`config.mk`:
```
export PLATFORM = sky130hd
export DESIGN_NAME = serial_add_sub
export DESIGN_NICKNAME = d
export VERILOG_FILES = /design/src/rtl/serial_add_sub_pkg.sv /design/src/rtl/serial_add_sub_full_adder.sv /design/src/rtl/serial_add_sub.sv
export SDC_FILE = /design/constraint.sdc
export NUM_CORES = 1
export LEC_CHECK = 0
export BUFFER_PORTS_ARGS = -buffer_cell sky130_fd_sc_hd__buf_2
export CORE_MARGIN = 2
export CORE_UTILIZATION = 60
export DETAILED_ROUTE_END_ITERATION = 7
export GPL_TIMING_DRIVEN = 1
export PLACE_DENSITY = 0.92
export SYNTH_ARGS = -nofsm -noshare
export SYNTH_HDL_FRONTEND = slang
export SYNTH_SLANG_ARGS = --single-unit
export TNS_END_PERCENT = 10
```
`constraint.sdc`:
```
create_clock -name CLK -period 5.6 [get_ports CLK]
set_input_delay 0.56 -clock CLK [delete_from_list [all_inputs] [get_ports CLK]]
set_output_delay 0.56 -clock CLK [all_outputs]
set_load 0.05 [all_outputs]
```
`src/rtl/serial_add_sub_pkg.sv`:
```
// Shared definitions for the bit-serial adder/subtractor: default datapath
// width and the controller state encoding.
package serial_add_sub_pkg;

    localparam int DATA_WIDTH = 32;

    typedef enum logic [1:0] {
        ST_IDLE = 2'b00,
        ST_RUN  = 2'b01,
        ST_DONE = 2'b10
    } state_t;

endpackage

```
`src/rtl/serial_add_sub_full_adder.sv`:
```
// Single-bit full adder cell; the only arithmetic element of the serial datapath.
module serial_add_sub_full_adder (
    input  logic a,
    input  logic b,
    input  logic ci,
    output logic s,
    output logic co
);

    assign s  = a ^ b ^ ci;
    assign co = (a & b) | (ci & (a ^ b));

endmodule

```
`src/rtl/serial_add_sub.sv`:
```
// Bit-serial WIDTH-bit adder/subtractor: one operand bit per clock, LSB first,
// through a single full adder with a registered carry. START/BUSY/DONE handshake.
module serial_add_sub
    import serial_add_sub_pkg::*;
#(
    parameter int WIDTH = DATA_WIDTH
) (
    input  logic             CLK,
    input  logic             RST,
    input  logic             START,
    input  logic             SnA,
    input  logic [WIDTH-1:0] A,
    input  logic [WIDTH-1:0] B,
    output logic [WIDTH-1:0] R,
    output logic             CO,
    output logic             V,
    output logic             BUSY,
    output logic             DONE
);

    localparam int                CNT_W    = (WIDTH > 1) ? $clog2(WIDTH) : 1;
    localparam logic [CNT_W-1:0] LAST_BIT = CNT_W'(WIDTH - 1);

    state_t           state;
    logic [WIDTH-1:0] op_a;
    logic [WIDTH-1:0] op_b;
    logic [WIDTH-1:0] sum_sr;
    logic             carry;
    logic [CNT_W-1:0] count;
    logic             fa_s;
    logic             fa_co;

    serial_add_sub_full_adder u_fa (
        .a  (op_a[0]),
        .b  (op_b[0]),
        .ci (carry),
        .s  (fa_s),
        .co (fa_co)
    );

    // NOTE: sequential state uses non-blocking assignments only, so every
    // register samples pre-edge values regardless of statement order.
    always_ff @(posedge CLK or negedge RST) begin
        if (!RST) begin
            state  <= ST_IDLE;
            op_a   <= '0;
            op_b   <= '0;
            sum_sr <= '0;
            carry  <= 1'b0;
            count  <= '0;
            R      <= '0;
            CO     <= 1'b0;
            V      <= 1'b0;
            BUSY   <= 1'b0;
            DONE   <= 1'b0;
        end else begin
            DONE <= 1'b0;
            case (state)
                ST_IDLE, ST_DONE: begin
                    if (START) begin
                        // Subtraction is A + ~B + 1: invert B and seed the carry.
                        op_a  <= A;
                        op_b  <= SnA ? ~B : B;
                        carry <= SnA;
                        count <= '0;
                        BUSY  <= 1'b1;
                        state <= ST_RUN;
                    end else begin
                        state <= ST_IDLE;
                    end
                end

                ST_RUN: begin
                    op_a   <= op_a >> 1;
                    op_b   <= op_b >> 1;
                    carry  <= fa_co;
                    sum_sr <= {fa_s, sum_sr[WIDTH-1:1]};
                    if (count == LAST_BIT) begin
                        // Here carry is the carry into the MSB, fa_co the carry out.
                        R     <= {fa_s, sum_sr[WIDTH-1:1]};
                        CO    <= fa_co;
                        V     <= carry ^ fa_co;
                        BUSY  <= 1'b0;
                        DONE  <= 1'b1;
                        state <= ST_DONE;
                    end else begin
                        count <= count + 1'b1;
                    end
                end

                default: begin
                    BUSY  <= 1'b0;
                    state <= ST_IDLE;
                end
            endcase
        end
    end

endmodule
```
# Word-level counts from Yosys, hierarchy flattened
# Index checks and enable logic that the tools add are counted.
dict set report totals {
  register_bits 140
  latchBits 0
  mem_bits_rw 0
  romBits 0
  input_bits 68
  output_inout_bits 36
  word_cells 50
  memories 0
}
dict set report op_classes {
  addsub 1
  n_mul 0
  div_mod_pow 0
  order_cmp 0
  n_eq_ne 6
  shifts 0
  muxes 18
  n_bitwise 7
  n_reduce_logical 7
}
# cell n
set op_table {}
lappend op_table {{case mux 32 bit (2 select lines)} 2}
lappend op_table {{2-to-1 mux 32 bit} 3}
lappend op_table {{NOT 32 bit} 1}
lappend op_table {{2-to-1 mux 5 bit} 2}
lappend op_table {{case mux 5 bit (2 select lines)} 1}
lappend op_table {{2-to-1 mux 1 bit} 6}
lappend op_table {{!= test 2 bit (second input constant)} 3}
lappend op_table {{AND reduction 2 bit} 3}
lappend op_table {{adder 5 x 1 -> 5 bit (second input constant)} 1}
lappend op_table {{equality test 5 bit (second input constant)} 1}
lappend op_table {{case mux 1 bit (2 select lines)} 2}
lappend op_table {{case mux 2 bit (2 select lines)} 1}
lappend op_table {{AND reduction 3 bit} 1}
lappend op_table {{XOR 1 bit} 3}
lappend op_table {{AND 1 bit} 2}
lappend op_table {{equality test 2 x 1 -> 1 bit (second input constant)} 1}
lappend op_table {{equality test 2 bit (second input constant)} 1}
lappend op_table {{logical NOT 2 bit} 1}
lappend op_table {{2-to-1 mux 2 bit} 1}
lappend op_table {{nonzero test 2 bit} 1}
lappend op_table {{OR reduction 2 bit} 1}
lappend op_table {{OR 1 bit} 1}

# Depth between registers and ports, before layout
# Gate-level depths: netlist of run 1.
dict set report depth {
  ltp_word 4
  depth_mapped 8
}

# Hierarchy
# A second synthesis of run 1 with hierarchy kept.
dict set report hier_totals {
  hier_cells 432
  area_unflattened_um2 5869.4
}
# mod instances cells_per_inst area_per_inst_um2
set by_module_without_submodules {}
lappend by_module_without_submodules {serial_add_sub 1 431 5849.4}
lappend by_module_without_submodules {serial_add_sub_full_adder 1 1 20.0}

# Worst setup path before layout of run 1
# OpenSTA, ideal clock, no wires.
dict set report synth_timing {
  kind {flip-flop to flip-flop}
  start {reg count[0]}
  end {reg R[10]}
  arrival_ns 1.790
  required_time_ns 5.472
  slack_ns 3.682
  stages_incl_launch_ff 8
  n_path_buf 2
  synth_period_minus_slack_ns 1.918
  cell_sequence {dfrtp_1 -> ha_1 -> and3_1 -> ha_1 -> nand3b_1 -> buf_2 -> buf_2 -> mux2_1}
}
dict set report synth_between {
  elab_chain_len 2
}
# element line
set synth_rtl {}
lappend synth_rtl {{from (decl)} serial_add_sub.sv:29} ;# logic [CNT_W-1:0] count;
lappend synth_rtl {{from (signal assigned)} serial_add_sub.sv:87} ;# count <= count + 1'b1;
lappend synth_rtl {{equality test 5 bit} serial_add_sub.sv:78} ;# if (count == LAST_BIT) begin
lappend synth_rtl {{AND reduction 2 bit (no source line)} --}
lappend synth_rtl {{to (signal assigned)} serial_add_sub.sv:80} ;# R <= {fa_s, sum_sr[WIDTH-1:1]};
lappend synth_rtl {{to (decl)} serial_add_sub.sv:14} ;# output logic [WIDTH-1:0] R,
# No other way between the ends.
# A chain may end at the register's enable or synchronous reset.

# Final worst setup path of run 1
dict set report layout_timing {
  start {reg count[0]}
  end {reg R[28]}
}
# Same word-level chain as after synthesis.

==> impl_metrics.env, run 1 <==
export IMPL_status="finished with violations"
export IMPL_violations="negative hold slack"
export IMPL_cts_max_path_buffers=2
export IMPL_initial_utilization_pct=60.89
export IMPL_syn_nets=503
export IMPL_postRouteAntennaNets=0
export IMPL_critPathRequiredTime_ns=5.98
export IMPL_vias=3823
export IMPL_async_reset_ff_share_pct=100.0
export IMPL_post_cts_resized=0
export IMPL_crit_chain="ha_1 -> and3_1 -> ha_1 -> nand3b_1 -> buf_4 -> mux2_1"
export IMPL_synth_top_area_share_pct=59.26
export IMPL_cp_common_cell="ha_1"
export IMPL_clk_latency_ns=0.51
export IMPL_dp_hpwl_um=6856
export IMPL_nets=596
export IMPL_num_rows=36
export IMPL_grt_max_degree=96
export IMPL_grt_overflow=0
export IMPL_core_um2=9639
export IMPL_grtUsageTotal_pct=22.51
export IMPL_placed_area_um2=6414
export IMPL_grt_pass1_wl_um=18350
export IMPL_setup_violations=0
export IMPL_yosysUniqueCellTypes=29
export IMPL_antenna_found_initial=0
export IMPL_syn2layout_area_growth_pct=19.14
export IMPL_cp_end_kind="flop"
export IMPL_postSynthAreaPerCell_um2=13.59
export IMPL_cp_slowest_cell="dfrtp_1"
export IMPL_crit_type="reg2reg"
export IMPL_drt_vias_per_instance=5.697
export IMPL_tns_ns=0
export IMPL_leakagePower_nw=3.596
export IMPL_tightest_slew_ns=1.044
export IMPL_fp_dieArea_um2=10590
export IMPL_drtIter0Drc=110
export IMPL_yosysMostFrequentCell="dfrtp_1"
export IMPL_cts_setup_buffers=0
export IMPL_synth_commonest_cells="dfrtp_1 (139), mux2_1 (44), a22o_1 (34), nor2_1 (34)"
export IMPL_synthFlopType="dfrtp_1"
export IMPL_maxSlewHeadroom_pct=30.39
export IMPL_reg2regPathDepth=6
export IMPL_cpPeakStageDelay_ns=0.41
export IMPL_clock_sinks=139
export IMPL_firstDrtPassIters=4
export IMPL_power_density_nw_per_um2=593.1
export IMPL_place_ws_ns=3.326
export IMPL_finalCriticalPeriod_ns=2.108
export IMPL_slew_viol_final=0
export IMPL_cap_violations=0
export IMPL_synth_edf_count=0
export IMPL_ys_seq_area_share_pct=59.26
export IMPL_yosys_register_bits=139
export IMPL_syn_inst=432
export IMPL_hold_viol=2
export IMPL_startpoint_type="flop"
export IMPL_skew_ns=0.01077
export IMPL_root_buffer="clkbuf_8"
export IMPL_synth_area_um2=5869
export IMPL_port_buffers=103
export IMPL_ctsHtreeMaxLevel=4
export IMPL_irDropWorstVdd_mv=0.2866
export IMPL_diodes=0
export IMPL_ios=104
export IMPL_cts_hold_buf=0
export IMPL_crit_fanout=36
export IMPL_die_w_um=102.9
export IMPL_die_y_um=102.9
export IMPL_ys_warn_count=0
export IMPL_final_layout_size_suffix_gt1_share_pct=30.30
export IMPL_rsz0062_at_grt="no"
export IMPL_cts_buffers=17
export IMPL_cp_arrival_ns=2.49
export IMPL_drc_errors=0
export IMPL_routabilityCongestion=0.7595
export IMPL_routedWlPerCell_um=17.03
export IMPL_wl_um=11430
export IMPL_synth_largest_area_cell="dfrtp_1"
export IMPL_hold_slack_ns=-0.003079
export IMPL_max_freq_ghz=0.4744
export IMPL_cts_tree="done"
export IMPL_grt_pass1_vias=3828
export IMPL_finalWorstSetupSlack_ns=3.492
export IMPL_synth_area_leaders="dfrtp_1 (59%), mux2_1 (8.4%), a221o_1 (5.3%)"
export IMPL_hold_path_class="in2async"
export IMPL_clkTransAtPathRegs_ns=0.06
export IMPL_final_area_um2=6993
export IMPL_period_share_pct=37.64
## report_power, final
part	switching [mW]	internal, mW
registers	0.292	1.44
logic	0.738	0.588
clock network	0.444	0.645
## worst max-delay path: cells and delay by family (launching register included)
kind,cells,cell delay [ns]
adder cells (fa/ha/maj),2,0.46
flip-flops,1,0.41
buffers and inverters,1,0.41
multiplexers,1,0.40
AND/OR/NAND/NOR,2,0.30
## routing by layer
| metal | wire [µm] | track usage (%) | share of wire, % |
|---|---|---|---|
| met1 | 4910 | 29.46 | 43 |
| met2 | 5865 | 37.61 | 51 |
| met3 | 468 | 4.678 | 4.1 |
| met4 | 182 | 7.895 | 1.6 |
| met5 | 0 | 0 | 0 |
## cell families (layout without fill, tap and decap cells)
kind of cell	count (synthesis)	in the layout	synth area share, %
adders and majority gates	3	3	0.7674
AOI/OAI and AO/OA	105	105	15.31
xor gates and xnor gates	33	33	4.924
and+or+nand+nor	48	48	3.560
muxes	65	65	12.45
DFF	139	139	59.26
buffers and inverters	39	145	3.730
## cells in the final DEF, fill, tap and decap left out
cell type,count
clkbuf_16,16
buf_4,6
ha_1,2
inv_1,4
clkbuf_8,1
fa_1,1
buf_2,102
a221o_1,31
nand2_1,3
bufinv_16,2
clkinv_2,1
xor2_1,1
a22o_1,34
nor2_1,33
clkinvlp_4,2
a32o_1,1
nor2b_2,1
o31ai_1,1
a21o_1,32
and3_1,1
inv_8,1
nor2_4,1
or3b_1,1
mux2_1,44
buf_6,1
clkbuf_1,1
nand2b_1,2
nand3b_1,1
inv_6,5
mux2_2,20
dfrtp_1,139
xnor2_1,32
clkinv_4,3
o21ai_0,5
mux2i_1,1
o211ai_1,1
nor2b_4,1
nand3_1,4
## worst paths after layout
path	startpoint	slack [ns]	endpoint
worst min-delay path	RST	-0.003	R[19]$_DFFE_PN0P_
min in group CLK	A[31]	0.30	op_a[31]$_DFFE_PN0P_
worst min register to register	R[13]$_DFFE_PN0P_	0.49	R[13]$_DFFE_PN0P_
max in group asynchronous	RST	4.22	op_a[29]$_DFFE_PN0P_
worst max register to register	count[0]$_DFFE_PN0P_	3.49	R[28]$_DFFE_PN0P_
worst max-delay path	count[0]$_DFFE_PN0P_	3.49	R[28]$_DFFE_PN0P_
## layout make-up
| cell class | instances | area, µm² |
|---|---|---|
| well taps | 133 | 166.4 |
| flip-flops and latches | 139 | 3478 |
| clock inverters | 14 | 161.4 |
| clock buffers | 18 | 417.9 |
| inverters | 4 | 15.01 |
| repair buffers | 109 | 566.8 |
| fillers | 631 | 2646 |
| multi-input cells | 254 | 2187 |
## flip-flops by register name, indices dropped and copies added (netlist names)
register and cells:
R 32, op_a 32, op_b 32, sum_sr 31
count 5, state 2, BUSY 1, CO 1
DONE 1, V 1, carry 1
## through the flow
step	instances	total power [mW]	utilization [%]
floorplan	432	2.727	-
global placement	639	2.950	66.54
detailed placement	639	3.040	66.54
CTS	671	4.180	72.55
global route	671	4.372	72.55
finish	671	4.148	72.55
(Power assumes the default switching activity.)
==> inputs of run 2 (changes only) <==
- ABC_AREA: not set -> 1
- CORE_UTILIZATION: 60 -> 56
- PLACE_DENSITY: 0.92 -> 0.87
- clock period: 5.6 -> 2 ns (I/O delays scaled with it)
==> impl_metrics.env, run 2 <==
export IMPL_status="finished clean"
export IMPL_drtIter0Drc=378
export IMPL_placed_area_um2=6638
export IMPL_place_ws_ns=0.2323
export IMPL_critPathRequiredTime_ns=2.44
export IMPL_num_rows=37
export IMPL_slew_viol_final=0
export IMPL_clkTransAtPathRegs_ns=0.07
export IMPL_syn_inst=691
export IMPL_synth_edf_count=0
export IMPL_synth_largest_area_cell="dfrtp_1"
export IMPL_dp_hpwl_um=8260
export IMPL_diodes=0
export IMPL_irDropWorstVdd_mv=0.8632
export IMPL_cp_top_family="buffers and inverters"
export IMPL_hold_path_depth=3
export IMPL_seqPwrFrac_pct=39.5
export IMPL_postSynthAreaPerCell_um2=8.724
export IMPL_synth_commonest_cells="nand2_1 (289), dfrtp_1 (139), nand3_1 (50), inv_1 (40), o21ai_0 (38)"
export IMPL_swShare_pct=40.95
export IMPL_final_area_um2=7858
export IMPL_cts_max_path_buffers=2
export IMPL_initial_utilization_pct=58.13
export IMPL_grt_use_met2_pct=47.57
export IMPL_vias=5421
export IMPL_ys_seq_area_share_pct=57.70
export IMPL_tightest_slew_ns=0.4321
export IMPL_grt_overflow=0
export IMPL_cts_buffers=17
export IMPL_grtUsageTotal_pct=27.68
export IMPL_yosysMostFrequentCell="nand2_1"
export IMPL_hold_path_class="in2reg"
export IMPL_setup_violations=0
export IMPL_top_regs="R (32), op_a (32), op_b (32)"
export IMPL_cap_violations=0
export IMPL_multiInputGateArea_um2=2141
export IMPL_syn_nets=762
export IMPL_hold_slack_ns=0.04629
export IMPL_postRouteAntennaNets=0
export IMPL_clk_latency_ns=0.52
export IMPL_drt_vias_per_instance=5.421
export IMPL_synth_top_area_share_pct=57.70
export IMPL_post_cts_resized=0
export IMPL_layout_common_cells="nand2_1 (289), dfrtp_1 (139), buf_2 (102), dlygate4sd3_1 (65), nand3_1 (50)"
export IMPL_final_common_cell="nand2_1"
export IMPL_synth_area_um2=6028
export IMPL_grt_pass1_vias=5545
export IMPL_routedWlPerCell_um=14.91
export IMPL_cts_tree="done"
export IMPL_grt_pass1_wl_um=24960
export IMPL_cp_end_kind="flop"
export IMPL_die_y_um=107.8
export IMPL_ys_warn_count=0
export IMPL_crit_type="reg2reg"
export IMPL_antenna_found_initial=0
export IMPL_async_reset_ff_share_pct=100.0
export IMPL_syn2layout_area_growth_pct=30.34
export IMPL_synth_area_leaders="dfrtp_1 (58%), nand2_1 (18%), nand3_1 (4.2%)"
export IMPL_drc_errors=0
export IMPL_cts_hold_buf=65
export IMPL_die_w_um=107.8
export IMPL_placed_cells=903
export IMPL_fin_util_pct=75.77
export IMPL_maxSlewHeadroom_pct=71.20
export IMPL_max_freq_ghz=0.5570
export IMPL_grtUsageMet1_pct=33.02
export IMPL_yosys_register_bits=139
export IMPL_crit_cells=10
export IMPL_clock_sinks=139
export IMPL_cp_num_buf_inv=3
export IMPL_switchingPower_mw=4.869
export IMPL_root_buffer="clkbuf_8"
export IMPL_core_um2=10370
export IMPL_synthFlopType="dfrtp_1"
export IMPL_nets=922
export IMPL_crit_fanout=26
export IMPL_grt_busiest_layer="met2"
export IMPL_cp_slowest_cell="dfrtp_1"
export IMPL_routabilityCongestion=0.7675
export IMPL_combPwrFrac_pct=35.2
export IMPL_cts_setup_buffers=0
export IMPL_cpPeakStageDelay_ns=0.40
export IMPL_power_density_nw_per_um2=1513
export IMPL_ctsHtreeMaxLevel=4
export IMPL_p_int_mw=7.022
export IMPL_instances_no_fill=1000
export IMPL_p_total_mw=11.89
export IMPL_wl_um=14910
export IMPL_ios=104
export IMPL_crit_chain="ha_1 -> nand2_1 -> nor2_1 -> ha_1 -> inv_1 -> nor2_4 -> inv_2 -> buf_4 -> nand2_1 -> o21ai_1"
export IMPL_fillers=674
export IMPL_grt_use_met3_pct=5.448
export IMPL_port_buffers=103
export IMPL_finalWorstSetupSlack_ns=0.2048
export IMPL_period_share_pct=89.76
export IMPL_fp_dieArea_um2=11610
export IMPL_rsz0062_at_grt="no"
export IMPL_hold_viol=0
export IMPL_finalCriticalPeriod_ns=1.795
export IMPL_leakagePower_nw=3.849
export IMPL_final_layout_size_suffix_gt1_share_pct=18.52
export IMPL_skew_ns=0.01040
export IMPL_firstDrtPassIters=6
export IMPL_p_clk_share_pct=25.3
export IMPL_yosysUniqueCellTypes=23
export IMPL_cp_arrival_ns=2.24
export IMPL_seqCellArea_um2=3478
export IMPL_tns_ns=0
export IMPL_grt_max_degree=83
export IMPL_startpoint_type="flop"
export IMPL_reg2regPathDepth=10
-- run 2: cell count changes after synthesis, sizes merged, moves of 16 or more --
cell and delta:
a21o -32, a221o -31, a22o -34, inv +39
mux2 -64, nand2 +288, nand3 +46, o211ai +16
o21ai +63, xnor2 -30
-- run 2: cell families (layout without fill, tap and decap cells) --
logic type	count (synthesis)	in the layout	share of synthesized area [%]
AO/OA/AOI/OAI	86	86	8.260
XOR/XNOR	17	17	2.470
adder cells (fa/ha/maj)	3	3	0.7471
buffers and inverters	82	255	6.787
flip-flops	139	139	57.70
AND/OR/NAND/NOR	364	364	24.03
-- run 2: power groups by stage --
stage | Clock (mW) | Combinational, mW | Sequential, mW
2_1_floorplan | 0 | 2.31 | 5.36
3_3_place_gp | 0 | 3.80 | 4.60
3_5_place_dp | 0 | 4.00 | 4.67
4_1_cts | 3.04 | 4.12 | 4.65
5_1_grt | 3.17 | 4.69 | 4.80
6_report | 3.01 | 4.19 | 4.69
-- run 2: final cells by class --
| cell class | instances | share of cell area (%) |
|---|---|---|
| clock inverter | 15 | 1.975 |
| tap | 136 | 2.166 |
| clock buffer | 17 | 5.271 |
| timing repair buffer | 180 | 17.02 |
| inverter | 43 | 2.054 |
| sequential | 139 | 44.27 |
| multi-input combinational | 470 | 27.25 |
-- run 2: final timing paths --
| path | start | endpoint | slack [ns] |
|---|---|---|---|
| min | B[29] | op_b[29]$_DFFE_PN0P_ | 0.05 |
| max | count[0]$_DFFE_PN0P_ | R[22]$_DFFE_PN0P_ | 0.20 |
| max in group asynchronous | RST | count[1]$_DFFE_PN0P_ | 1.39 |
| max reg2reg | count[0]$_DFFE_PN0P_ | R[22]$_DFFE_PN0P_ | 0.20 |
| min in group asynchronous | RST | op_b[8]$_DFFE_PN0P_ | 0.24 |
| min reg2reg | sum_sr[1]$_DFFE_PN0P_ | R[0]$_DFFE_PN0P_ | 0.48 |
-- run 2: routing by layer --
layer | vias to the layer above | wire (µm)
met5 | - | 0
met4 | 0 | 620
met3 | 66 | 990
met2 | 280 | 7468
met1 | 2576 | 5830
li1 | 2499 | -
-- run 2: worst min-delay path, stage by stage --
cell and delay [ns]:
buf_2 0.10, nor2_1 0.05, o211ai_2 0.17
